**src/rtl/mac_dot_seq.sv**
```systemverilog
// rtl/mac_dot_seq.sv - dot-product sequencer driving a 4-bit multiply-accumulate datapath
// Owns the accumulator: cleared at job start, updated per accepted beat, held until taken.
module mac_dot_seq #(
  parameter int DATA_W = 4,
  parameter int LEN_W  = 4,
  parameter int ACC_W  = 12
) (
  input  logic              clk,
  input  logic              reset,
  input  logic              start,
  input  logic [LEN_W-1:0]  len,
  input  logic              abort,
  input  logic [DATA_W-1:0] A,
  input  logic [DATA_W-1:0] B,
  input  logic              in_valid,
  output logic              in_ready,
  output logic [ACC_W-1:0]  result,
  output logic              out_valid,
  input  logic              out_ready,
  output logic              busy
);

  typedef enum logic [1:0] {
    IDLE = 2'd0,
    RUN  = 2'd1,
    DONE = 2'd2
  } state_t;

  state_t             state;
  logic [LEN_W-1:0]   len_q;
  logic [LEN_W-1:0]   count;
  logic [ACC_W-1:0]   acc;
  logic [ACC_W-1:0]   prod;
  logic               last_beat;

  // Operands are widened before the multiply so the product is zero-extended.
  assign prod      = ACC_W'(A) * ACC_W'(B);
  assign last_beat = (count == len_q - LEN_W'(1));

  always_ff @(posedge clk or posedge reset) begin
    if (reset) begin
      state <= IDLE;
      len_q <= '0;
      count <= '0;
      acc   <= '0;
    end else begin
      case (state)
        IDLE: begin
          if (start) begin
            len_q <= len;
            count <= '0;
            acc   <= '0;
            state <= (len == '0) ? DONE : RUN;
          end
        end
        RUN: begin
          // abort wins over a coincident beat, including the last one
          if (abort) begin
            count <= '0;
            acc   <= '0;
            state <= IDLE;
          end else if (in_valid) begin
            acc   <= acc + prod;
            count <= count + LEN_W'(1);
            if (last_beat) begin
              state <= DONE;
            end
          end
        end
        DONE: begin
          if (out_ready) begin
            state <= IDLE;
          end
        end
        default: begin
          state <= IDLE;
        end
      endcase
    end
  end

  // Pure decodes of the state register; reset clears them without a clock edge.
  assign in_ready  = (state == RUN);
  assign out_valid = (state == DONE);
  assign busy      = (state != IDLE);
  assign result    = acc;

endmodule

```
**config.mk**
```make
export PLATFORM = sky130hd
export DESIGN_NAME = mac_dot_seq
export DESIGN_NICKNAME = d
export VERILOG_FILES = /design/src/rtl/mac_dot_seq.sv
export SDC_FILE = /design/constraint.sdc
export NUM_CORES = 1
export LEC_CHECK = 0
export CAP_MARGIN = 20
export CORE_ASPECT_RATIO = 1.75
export CORE_MARGIN = 5
export CORE_UTILIZATION = 48
export DETAILED_ROUTE_END_ITERATION = 10
export PLACE_DENSITY = 0.85
export SETUP_SLACK_MARGIN = 0.15
export SYNTH_ARGS = -nofsm -noshare
export SYNTH_HDL_FRONTEND = slang
export SYNTH_SLANG_ARGS = --single-unit
export TNS_END_PERCENT = 100
```
**constraint.sdc**
```tcl
create_clock -name clk -period 2.2 [get_ports clk]
set_input_delay 0.66 -clock clk [delete_from_list [all_inputs] [get_ports clk]]
set_output_delay 0.66 -clock clk [all_outputs]
set_load 0.01 [all_outputs]
```
# Word level (Yosys, flattened, before mapping)
# Index checks and enable logic that the tools add are counted.
# word_totals
output_inout_bits	15
regBits	22
elab_cells	37
input_bits	18
# classes
n_reduce_logical	7
mux	15
add_sub_neg	3
n_eq_ne	7
multipliers	1
# ops
operator	count
2-to-1 mux 12 bit	3
one-hot mux 12 bit (2 select lines)	1
adder 12 x 8 -> 12 bit	1
2-to-1 mux 2 bit	6
2-to-1 mux 4 bit	3
multiplier 4 x 4 -> 8 bit	1
one-hot mux 4 bit (2 select lines)	1
one-hot mux 2 bit (3 select lines)	1
adder 4 x 1 -> 4 bit, second input constant	1
== test 4 bit	1
logical NOT 4 bit	1
AND reduction 4 bit	1
nonzero test 2 bit	2
subtractor 4 x 1 -> 4 bit, second input constant	1
inequality test 3 x 2 -> 1 bit, second input constant	1
inequality test 3 bit, second input constant	1
AND reduction 3 bit	1
== test 2 x 1 -> 1 bit, second input constant	1
== test 2 bit, second input constant	1
logical NOT 2 bit	1
inequality test 2 x 1 -> 1 bit, second input constant	1
inequality test 2 bit, second input constant	1
AND reduction 2 bit	1

# Depth between registers and ports, before layout
# Gate-level depths: netlist of run 1.
# depth
depth_word	6
ltp_mapped	13
depth_no_buf	13

# Worst setup path before layout of run 1
# Ideal clock, no wire load.
# synth_timing
path_type	input -> register
start	input A[0]
end	register acc[10] (netlist: result[10])
arrival_time_ps	3388
setup_ps	76
cell_stages	11
slack_ps	-1264
n_path_buf	0
required_time_ps	2124
cell_sequence	nand2_1 -> fa_1 -> fa_1 -> fa_1 -> inv_1 -> ha_1 -> o21ai_0 -> o21ai_0 -> a41oi_1 -> or3_1 -> o21ai_1
# synth_via
elab_chain_cells	5
# synth_rtl
item	line_no	source
from (decl)	13	input logic [DATA_W-1:0] A,
multiplier 4 x 4 -> 8 bit	37	assign prod = ACC_W'(A) * ACC_W'(B);
adder 12 x 8 -> 12 bit	63	acc <= acc + prod;
2-to-1 mux 12 bit	62	end else if (in_valid) begin
2-to-1 mux 12 bit	58	if (abort) begin
one-hot mux 12 bit (2 select lines)	47	case (state)
to (signal assigned)	63	
to (decl)	32	logic [ACC_W-1:0] acc;
# No other way between the ends. The select of a mux whose other input is x is not followed.
# A chain may end at the register's enable or synchronous reset.

# Worst setup path after layout of run 1
# layout_timing
start	input B[2]
end	register acc[10] (netlist: result[10])
# layout_via
elab_chain_cells	5
# layout_rtl
item	line_no	source
from (decl)	14	input logic [DATA_W-1:0] B,
multiplier 4 x 4 -> 8 bit	37	
adder 12 x 8 -> 12 bit	63	
2-to-1 mux 12 bit	62	
2-to-1 mux 12 bit	58	
one-hot mux 12 bit (2 select lines)	47	
# No other way between the ends. The select of a mux whose other input is x is not followed.

==> results_dict.tcl, run 1 <==
set metrics [dict create \
    grt_pass1_vias 2028 \
    r2r_cells 9 \
    drt_iter0_markers 58 \
    num_io_pins 33 \
    ys.flop_type "dfrtp_1" \
    yosys_register_bits 22 \
    run_status "finished with violations" \
    hold_ws_ps 515 \
    avgViaCountPerCell 5.62 \
    gp_congestion 0.883 \
    synth_cell_types 41 \
    cp-start-kind "primary input" \
    ant_nets 0 \
    die-width_um 56.8 \
    syn_to_final_growth_pct 55.8 \
    finalPower_mw 2.86 \
    crit_path_end_kind "flip-flop" \
    period_needed_ps 3370 \
    n_antenna_cell 0 \
    fmax_ghz 0.297 \
    cp_slowest_cell "fa_1" \
    path_buf_inv 4 \
    rsz0062_at_grt "yes" \
    cts_buffer_depth 2 \
    max_stage_delay_ps 540 \
    timing_hold_violations_final 0 \
    final_common_cell "buf_4" \
    drv_slew 0 \
    failed_checks "negative setup slack" \
    vias 1797 \
    fin_ws_ps -1170 \
    timing.slew.headroom_pct 73.0 \
    post_dp_cell_area_mm2 0.00251 \
    ir_worst_vdd_mv 0.852 \
    cp.required_ps 2410 \
    start_util_pct 50.3 \
    final_cell_mix "buf_4, inv_1, dfrtp_1, clkdlybuf4s50_1, nand2_1" \
    path_cells "buf_8 > buf_6 > and2_4 > fa_2 > ha_4 > inv_1 > fa_1 > inv_2 > ha_4 > o21ai_4 > o21ai_4 > a41oi_2 > or3_1 > o21ai_2" \
    cp_data_arrival_time_ps 3570 \
    post_drt_wl_per_cell_um 18.8 \
    syn_avg_cell_area_um2 8.99 \
    numClockSinks 22 \
    coreArea_mm2 0.00366 \
    seq_area_um2 552 \
    syn-cell-area_mm2 0.00184 \
    hp-class "flip-flop to flip-flop" \
    min_to "result[7]" \
    finClkSkew_ps 5.10 \
    synthesis.nets 252 \
    design_area_mm2 0.00287 \
    finish.net_count 322 \
    synth_edf_count 0 \
    post-route-drc-count 0 \
    antenna_found_initial 0 \
    grt-ovfl-total 0 \
    path_clk_slew_ps 90 \
    path_class "primary input to flip-flop" \
    min_period_over_period_pct 153 \
    synth_warnings 0 \
    tightest_slew_ps 401 \
    cp_top_family "adder cells" \
    hold_depth 2 \
    clk_latency_ps 270 \
    cts_root_buffer "clkbuf_8" \
    p_leak_nw 1.36 \
    grtUsageTotal_pct 22.4 \
    dp_hpwl_um 3710 \
    worstPathMaxFanout 3 \
    synth_seq_area_share_pct 29.9 \
    place_inst 309 \
    synthCells 205 \
    multi_input_area_mm2 0.00144 \
    maxCapViolations 0 \
    synth_top_area_cell "dfrtp_1" \
    synth.top_cell.area_share_pct 29.9 \
    powerDensity_mw_per_mm2 996 \
    final_cells 320 \
    htree_levels 1 \
    final_layout_size_suffix_gt1_share_pct 34.3 \
    worstHoldStart "result[7]" \
    grt_max_degree 23 \
    grt_pass1_wl_um 9120 \
    die_h_um 92.0 \
    port_buffers 32 \
    cts_tree "built" \
    reg2reg_setup_slack_ps -170 \
    die-area_mm2 0.00523 \
    synthArstFlopShare_pct 100 \
    timing.rr.end "result[10]" \
    cts_made_buffers 3 \
    detail_route.wirelength_um 6010 \
    fp-row-count 29 \
    first_pass_iters 4 \
    hold_buffers 0 \
    fillers 220 \
    synth.area.top_cells "dfrtp_1, ha_1, fa_1" \
    critPathLaunch "B[2]" \
    setup_violations 10 \
    r2r_start "result[4]" \
]
[worst max path at each step]
stage	cells past startpoint	slack (ps)	end
after floorplan	11	-1120	result[10]
after global placement	12	-1820	result[10]
after detailed placement	12	-1900	result[11]
after CTS	11	-1090	result[4]
after global routing	12	-1220	result[10]
final	14	-1170	result[10]
[tightest hold or removal path, cell delays in order, from the launching register on]
cell and delay [ps]:
dfrtp_1 380, nand2_1 60, o31ai_1 50
[power breakdown]
group	total (mW)	internal [mW]	leakage, nW	switching (mW)
clock	0.392	0.244	0.0357	0.148
sequential	0.600	0.509	0.293	0.0911
combinational	1.87	0.936	1.04	0.931
total	2.86	1.69	1.36	1.17
[cell families after synthesis]
group / Yosys count / share of synthesized area (%)
mux: 2 / 1.22
simple gates: 72 / 21.0
flops: 22 / 29.9
compound gates: 38 / 12.7
xor+xnor: 11 / 5.23
fa+ha+maj: 29 / 23.4
buf+inv: 31 / 6.65
[synthesized netlist by cell type (2+ instances only)]
cell type	count
inv_1	27
nand2_1	23
dfrtp_1	22
ha_1	20
and2_1	13
o21ai_0	10
fa_1	9
a21oi_1	7
nand3_1	7
xnor2_1	6
nor2_1	5
nor3_1	5
xor2_1	5
o21ai_1	4
or3_1	4
nor2b_1	3
o31ai_1	3
a211oi_1	2
buf_2	2
mux2_2	2
nand2b_1	2
o21a_1	2
o21bai_1	2
o22ai_1	2
or2_2	2
[sequential cells by signal, summed over array words and instances (netlist names)]
signal and count:
state 2, result 12, count 4, len_q 4
[timing repair]
| action | CTS | global route |
|---|---|---|
| hold endpoints to repair | 0 | 0 |
| buffers inserted | 5 | 2 |
| setup endpoints to repair | 14 | 16 |
| pin swaps | 25 | 26 |
| resized for setup | 65 | 28 |
[final cells by class]
type | count | area share [%]
inverter | 27 | 3.53
sequential | 22 | 19.2
multi-input combinational | 152 | 50.3
clock inverter | 1 | 1.05
timing repair buffer | 69 | 22.5
clock buffer | 3 | 1.44
tap | 46 | 2.00
[per-layer routing]
| metal | vias up | part of all wire, % | wire [um] | global-route usage, % |
|---|---|---|---|---|
| li1 | 833 | - | - | - |
| met1 | 884 | 34 | 2060 | 21.4 |
| met2 | 52 | 57 | 3450 | 42.4 |
| met3 | 28 | 2.4 | 144 | 2.67 |
| met4 | 0 | 6.0 | 360 | 16.1 |
| met5 | - | 0 | 0 | 0 |
[through the flow]
stage | setup TNS, ps | utilization [%] | setup WS [ps]
finish | -9690 | 78.4 | -1170
global placement | -16690 | 68.6 | -1820
global route | -10360 | 78.4 | -1220
detailed placement | -17330 | 68.6 | -1900
CTS | -9100 | 75.0 | -1090
floorplan | -8870 | - | -1120
Power figures use the tool's default switching activity.
==> run 2, diff against run 1 <==
- TNS_END_PERCENT: 100 -> 10
==> run 2 against run 1 <==
Clock power about the same. Register-to-register slack better by 50 ps. Worst hold slack improved by 2.6 ps. Clock skew fell by 1.9 ps. Largest cell class unchanged. Sequential power grew 0.7%. Die area stayed put. Combinational power shrank 10%. Via count is 5.6% lower. Routed wire length down 14%. Critical path type unchanged. Largest power group unchanged. The flow still finishes with violations (negative setup slack). Non-clock buffer count is 8 lower. Sequential cell count is the same.
==> results_dict.tcl, run 2 (synthesis results as in run 1) <==
set metrics [dict create \
    run_status "finished with violations" \
    failed_checks "negative setup slack" \
    tightest_slew_ps 379 \
    drv_slew 0 \
    period_needed_ps 3320 \
    cp_slowest_cell "fa_1" \
    cp_data_arrival_time_ps 3480 \
    post-route-drc-count 0 \
    cts_buffer_depth 2 \
    final_cells 312 \
    antenna_found_initial 0 \
    grtUsageTotal_pct 21.0 \
    maxCapViolations 0 \
    worst-path-stages 13 \
    grt_pass1_wl_um 8710 \
    grt-ovfl-total 0 \
    start_util_pct 50.3 \
    clk_latency_ps 270 \
    die-width_um 56.8 \
    vias 1696 \
    final_common_cell "buf_4" \
    hp-class "flip-flop to flip-flop" \
    final_layout_size_suffix_gt1_share_pct 27.4 \
    timing_hold_violations_final 0 \
    n_antenna_cell 0 \
    avgViaCountPerCell 5.44 \
    grt_max_degree 23 \
    fillers 236 \
    port_buffers 32 \
    cp.required_ps 2370 \
    final_core_util_pct 73.4 \
    detail_route.wirelength_um 5190 \
    timing.rr.end "result[7]" \
    p_leak_nw 1.28 \
    max_stage_delay_ps 560 \
    num_io_pins 33 \
    cp-start-kind "primary input" \
    cts_root_buffer "clkbuf_8" \
    timing.slew.headroom_pct 74.5 \
    cts_made_buffers 3 \
    syn_to_final_growth_pct 46.0 \
    min_period_over_period_pct 151 \
    fp-row-count 29 \
    ir_worst_vdd_mv 0.988 \
    powerDensity_mw_per_mm2 993 \
    final_cell_mix "buf_4, inv_1, dfrtp_1, clkdlybuf4s50_1, nand2_1" \
    path_buf_inv 3 \
    crit_path_end "result[8]" \
    largest_register_ffs 12 \
    drt_iter0_markers 94 \
    seq_area_um2 552 \
    coreArea_mm2 0.00366 \
    ant_nets 0 \
    cpMostUsedCell "fa_1" \
    first_pass_iters 4 \
    finish.net_count 314 \
    reg2reg_setup_slack_ps -120 \
    die-area_mm2 0.00523 \
    grt_pass1_vias 1911 \
    hold_ws_ps 518 \
    crit_path_end_kind "flip-flop" \
    finClkSkew_ps 3.20 \
    setup_violations 10 \
    die_h_um 92.0 \
    rsz0062_at_grt "yes" \
    place_inst 306 \
    path_cells "buf_8 > nand2_4 > fa_1 > fa_2 > fa_1 > inv_2 > ha_4 > a211oi_4 > o21ai_2 > buf_4 > a31oi_4 > xor2_1 > o21ai_1" \
    cts_tree "built" \
    dp_hpwl_um 3710 \
    path_class "primary input to flip-flop" \
    path_clk_slew_ps 90 \
    fmax_ghz 0.301 \
    r2r_start "result[2]" \
    fin_ws_ps -1120 \
    r2r_cells 7 \
    gp_congestion 0.856 \
    multi_input_area_mm2 0.00135 \
    critPathLaunch "B[2]" \
    cp_top_family "adder cells" \
    htree_levels 1 \
    worstPathMaxFanout 4 \
    post_drt_wl_per_cell_um 16.6 \
    numClockSinks 22 \
]
-- run 2: cell count changes in the layout (fill, tap and decap cells not counted), moves of 4 or more --
cell and delta:
dlygate4sd2_1 +4, ha_1 +4, buf_6 -7, ha_4 -4, and2_1 +4, and2_4 -4
-- run 2: worst min-delay path, cell delays in order (launching register included) --
cell	delay [ps]
dfrtp_1	380
nand2_1	60
o31ai_1	50
-- run 2: how the worst min path moves through the flow --
| stage | start | endpoint | slack (ps) | cells past startpoint |
|---|---|---|---|---|
| 4_1_cts | result[8] | result[8] | 530 | 2 |
| 6_report | result[7] | result[7] | 520 | 2 |
| 3_3_place_gp | result[0] | result[0] | 490 | 2 |
| 2_1_floorplan | len_q[3] | len_q[3] | 500 | 1 |
| 5_1_grt | result[7] | result[7] | 550 | 2 |
| 3_5_place_dp | result[8] | result[8] | 500 | 2 |
-- run 2: stage by stage --
step           worst slack (ps)  area (um2)  setup TNS, ps  total power [mW]
4_1_cts                   -1060        2650          -9010              2.61
3_5_place_dp              -1930        2460         -17740              2.03
6_report                  -1120        2690          -9540              2.67
2_1_floorplan             -1120        1900          -9170              1.47
3_3_place_gp              -1870        2460         -16930              1.95
5_1_grt                   -1200        2690         -10460              2.85
-- run 2: routing by layer --
metal | track usage (%) | wire (um) | vias to the layer above | share of wire [%]
li1 | - | - | 809 | -
met1 | 20.8 | 1820 | 818 | 35
met2 | 40.7 | 2990 | 50 | 58
met3 | 2.81 | 157 | 19 | 3.0
met4 | 11.0 | 225 | 0 | 4.3
met5 | 0 | 0 | - | 0
-- run 2: cell type report --
type	instances	share of cell area [%]
clock inverter	1	1.12
tap	46	2.14
multi-input combinational	152	50.3
clock buffer	3	1.53
sequential	22	20.5
timing repair buffer	61	20.6
inverter	27	3.77
-- run 2: where the power goes --
| part | leakage [nW] | internal (mW) | switching (mW) | total, mW |
|---|---|---|---|---|
| clock network | 0.0357 | 0.244 | 0.146 | 0.390 |
| registers | 0.293 | 0.509 | 0.0943 | 0.604 |
| logic | 0.953 | 0.837 | 0.840 | 1.68 |
-- run 2: what timing repair did --
action                     CTS  global route
setup endpoints to repair   14            11
hold buffers                 0             0
gates resized for setup     64            10
pin swaps                   22            12
buffers inserted             2             0
==> run 3, diff against run 2 <==
- CORE_UTILIZATION: 48 -> 35
- PLACE_DENSITY: 0.85 -> 0.67
==> run 3 against run 2 <==
The flow still finishes with violations (negative setup slack). Sequential power about the same. Maximum frequency rose by 3.9%. Register-to-register slack better by 30 ps. Critical path type unchanged. Critical path depth decreased by 1.
==> results_dict.tcl, run 3 (synthesis results as in run 1) <==
set metrics [dict create \
    path_buf_inv 2 \
    numClockSinks 22 \
    port_buffers 32 \
    syn_to_final_growth_pct 55.9 \
    fin_tns_setup_ps -8310 \
    ant_nets 0 \
    grt_pass1_vias 1800 \
    cp_slowest_cell "fa_1" \
    cp-start-kind "primary input" \
    reg2reg_setup_slack_ps -90 \
    ir_worst_vdd_mv 0.547 \
    path_clk_slew_ps 90 \
    post_dp_cell_area_mm2 0.00250 \
    design_area_mm2 0.00287 \
    detail_route.wirelength_um 4820 \
    place_inst 319 \
    cts_buffer_depth 2 \
    finish.net_count 320 \
    final_core_util_pct 55.2 \
    rsz0062_at_grt "yes" \
    die-width_um 64.9 \
    grt_pass1_wl_um 7880 \
    final_common_cell "buf_4" \
    hp-class "flip-flop to flip-flop" \
    n_antenna_cell 0 \
    worstPathMaxFanout 4 \
    p_int_mw 1.67 \
    min_period_over_period_pct 145 \
    power_frac_comb_pct 63.5 \
    pwr-share-clk_pct 14.3 \
    vias 1679 \
    hold_ws_ps 529 \
    antenna_found_initial 0 \
    timing_hold_violations_final 0 \
    avgViaCountPerCell 5.13 \
    run_status "finished with violations" \
    hold_buffers 0 \
    grtUsageTotal_pct 14.6 \
    cp_data_arrival_time_ps 3400 \
    min_to "result[8]" \
    fp-row-count 35 \
    path_cells "buf_8 > nand2_4 > fa_1 > fa_1 > fa_1 > inv_2 > ha_4 > o21ai_4 > o21ai_2 > a41oi_2 > or3_1 > o21ai_1" \
    gp_congestion 0.789 \
    failed_checks "negative setup slack" \
    first_pass_iters 4 \
    post_drt_wl_per_cell_um 14.7 \
    path_class "primary input to flip-flop" \
    timing.rr.end "result[9]" \
    largest_register_ffs 12 \
    final_layout_size_suffix_gt1_share_pct 35.3 \
    r2r_start "result[6]" \
    p_switching_mw 1.06 \
    cp.required_ps 2410 \
    coreArea_mm2 0.00521 \
    die_h_um 106 \
    timing.slew.headroom_pct 68.9 \
    final_cells 327 \
    worstHoldStart "result[8]" \
    p_sw_share_pct 38.8 \
    drv_slew 0 \
    start_util_pct 35.4 \
    cts_tree "built" \
    p_leak_nw 1.32 \
    max_stage_delay_ps 540 \
    cp_top_family "adder cells" \
    cpMostUsedCell "fa_1" \
    htree_levels 1 \
    r2r_cells 10 \
    grt-ovfl-total 0 \
    grt_max_degree 23 \
    post-route-drc-count 0 \
    fin_ws_ps -993 \
    drt_iter0_markers 26 \
    clk_latency_ps 270 \
    tightest_slew_ps 462 \
    setup_violations 10 \
    crit_path_end_kind "flip-flop" \
    hold_depth 2 \
    cts_made_buffers 3 \
    final_cell_mix "buf_4, inv_1, dfrtp_1, clkdlybuf4s50_1, nand2_1" \
    dp_hpwl_um 3610 \
    finClkSkew_ps 7.26 \
    fmax_ghz 0.313 \
    die-area_mm2 0.00687 \
    period_needed_ps 3190 \
    cts_root_buffer "clkbuf_8" \
    num_io_pins 33 \
    p_seq_share_pct 22.1 \
    maxCapViolations 0 \
    powerDensity_mw_per_mm2 948 \
]
[run 3: worst max path at each step]
stage / depth (start not counted) / end / slack [ps] / start
final: 12 / result[10] / -990 / A[1]
after global routing: 14 / result[8] / -1060 / A[1]
after CTS: 14 / result[8] / -1060 / B[2]
after detailed placement: 12 / result[11] / -1890 / A[2]
after global placement: 12 / result[10] / -1860 / B[1]
after floorplan: 11 / result[10] / -1120 / B[1]
[run 3: through the flow]
stage	total power [mW]	worst slack (ps)
finish	2.72	-993
global route	2.93	-1060
CTS	2.63	-1060
detailed placement	2.02	-1890
global placement	2.00	-1860
floorplan	1.47	-1120
[run 3: timing repair]
item	4_1_cts	5_1_grt
setup endpoints to repair	14	12
gates cloned	0	0
gates resized for setup	66	34
buffers inserted	4	0
hold endpoints to repair	0	0
pin swaps	19	30
[run 3: power groups by stage]
| stage | combinational [mW] | sequential, mW | clock (mW) |
|---|---|---|---|
| 6_report | 1.73 | 0.602 | 0.391 |
| 2_1_floorplan | 0.852 | 0.616 | 0 |
| 5_1_grt | 1.89 | 0.623 | 0.411 |
| 4_1_cts | 1.63 | 0.604 | 0.400 |
| 3_5_place_dp | 1.41 | 0.612 | 0 |
| 3_3_place_gp | 1.40 | 0.603 | 0 |
[run 3: per-layer routing]
layer	GRT usage, %	part of all wire [%]	vias up
li1	-	-	824
met1	13.8	36	818
met2	29.8	59	30
met3	1.37	2.7	7
met4	6.35	2.1	0
met5	0	0	-
[run 3: area by class of cell]
cell class              instances  area, um2
inverters                      27        101
clock inverters                 1       30.0
repair buffers                 67        608
multi-input cells             152       1470
fillers                       446       2340
flip-flops and latches         22        552
clock buffers                   3       41.3
well taps                      55       68.8
[run 3: worst register-to-register path, stage by stage (launching register included)]
cell and delay, ps:
dfrtp_1 360, inv_1 60, fa_1 540, inv_1 70, ha_4 270, o21a_1 150
buf_6 110, o22a_1 170, o21ai_4 80, or3_1 340, o21ai_1 80
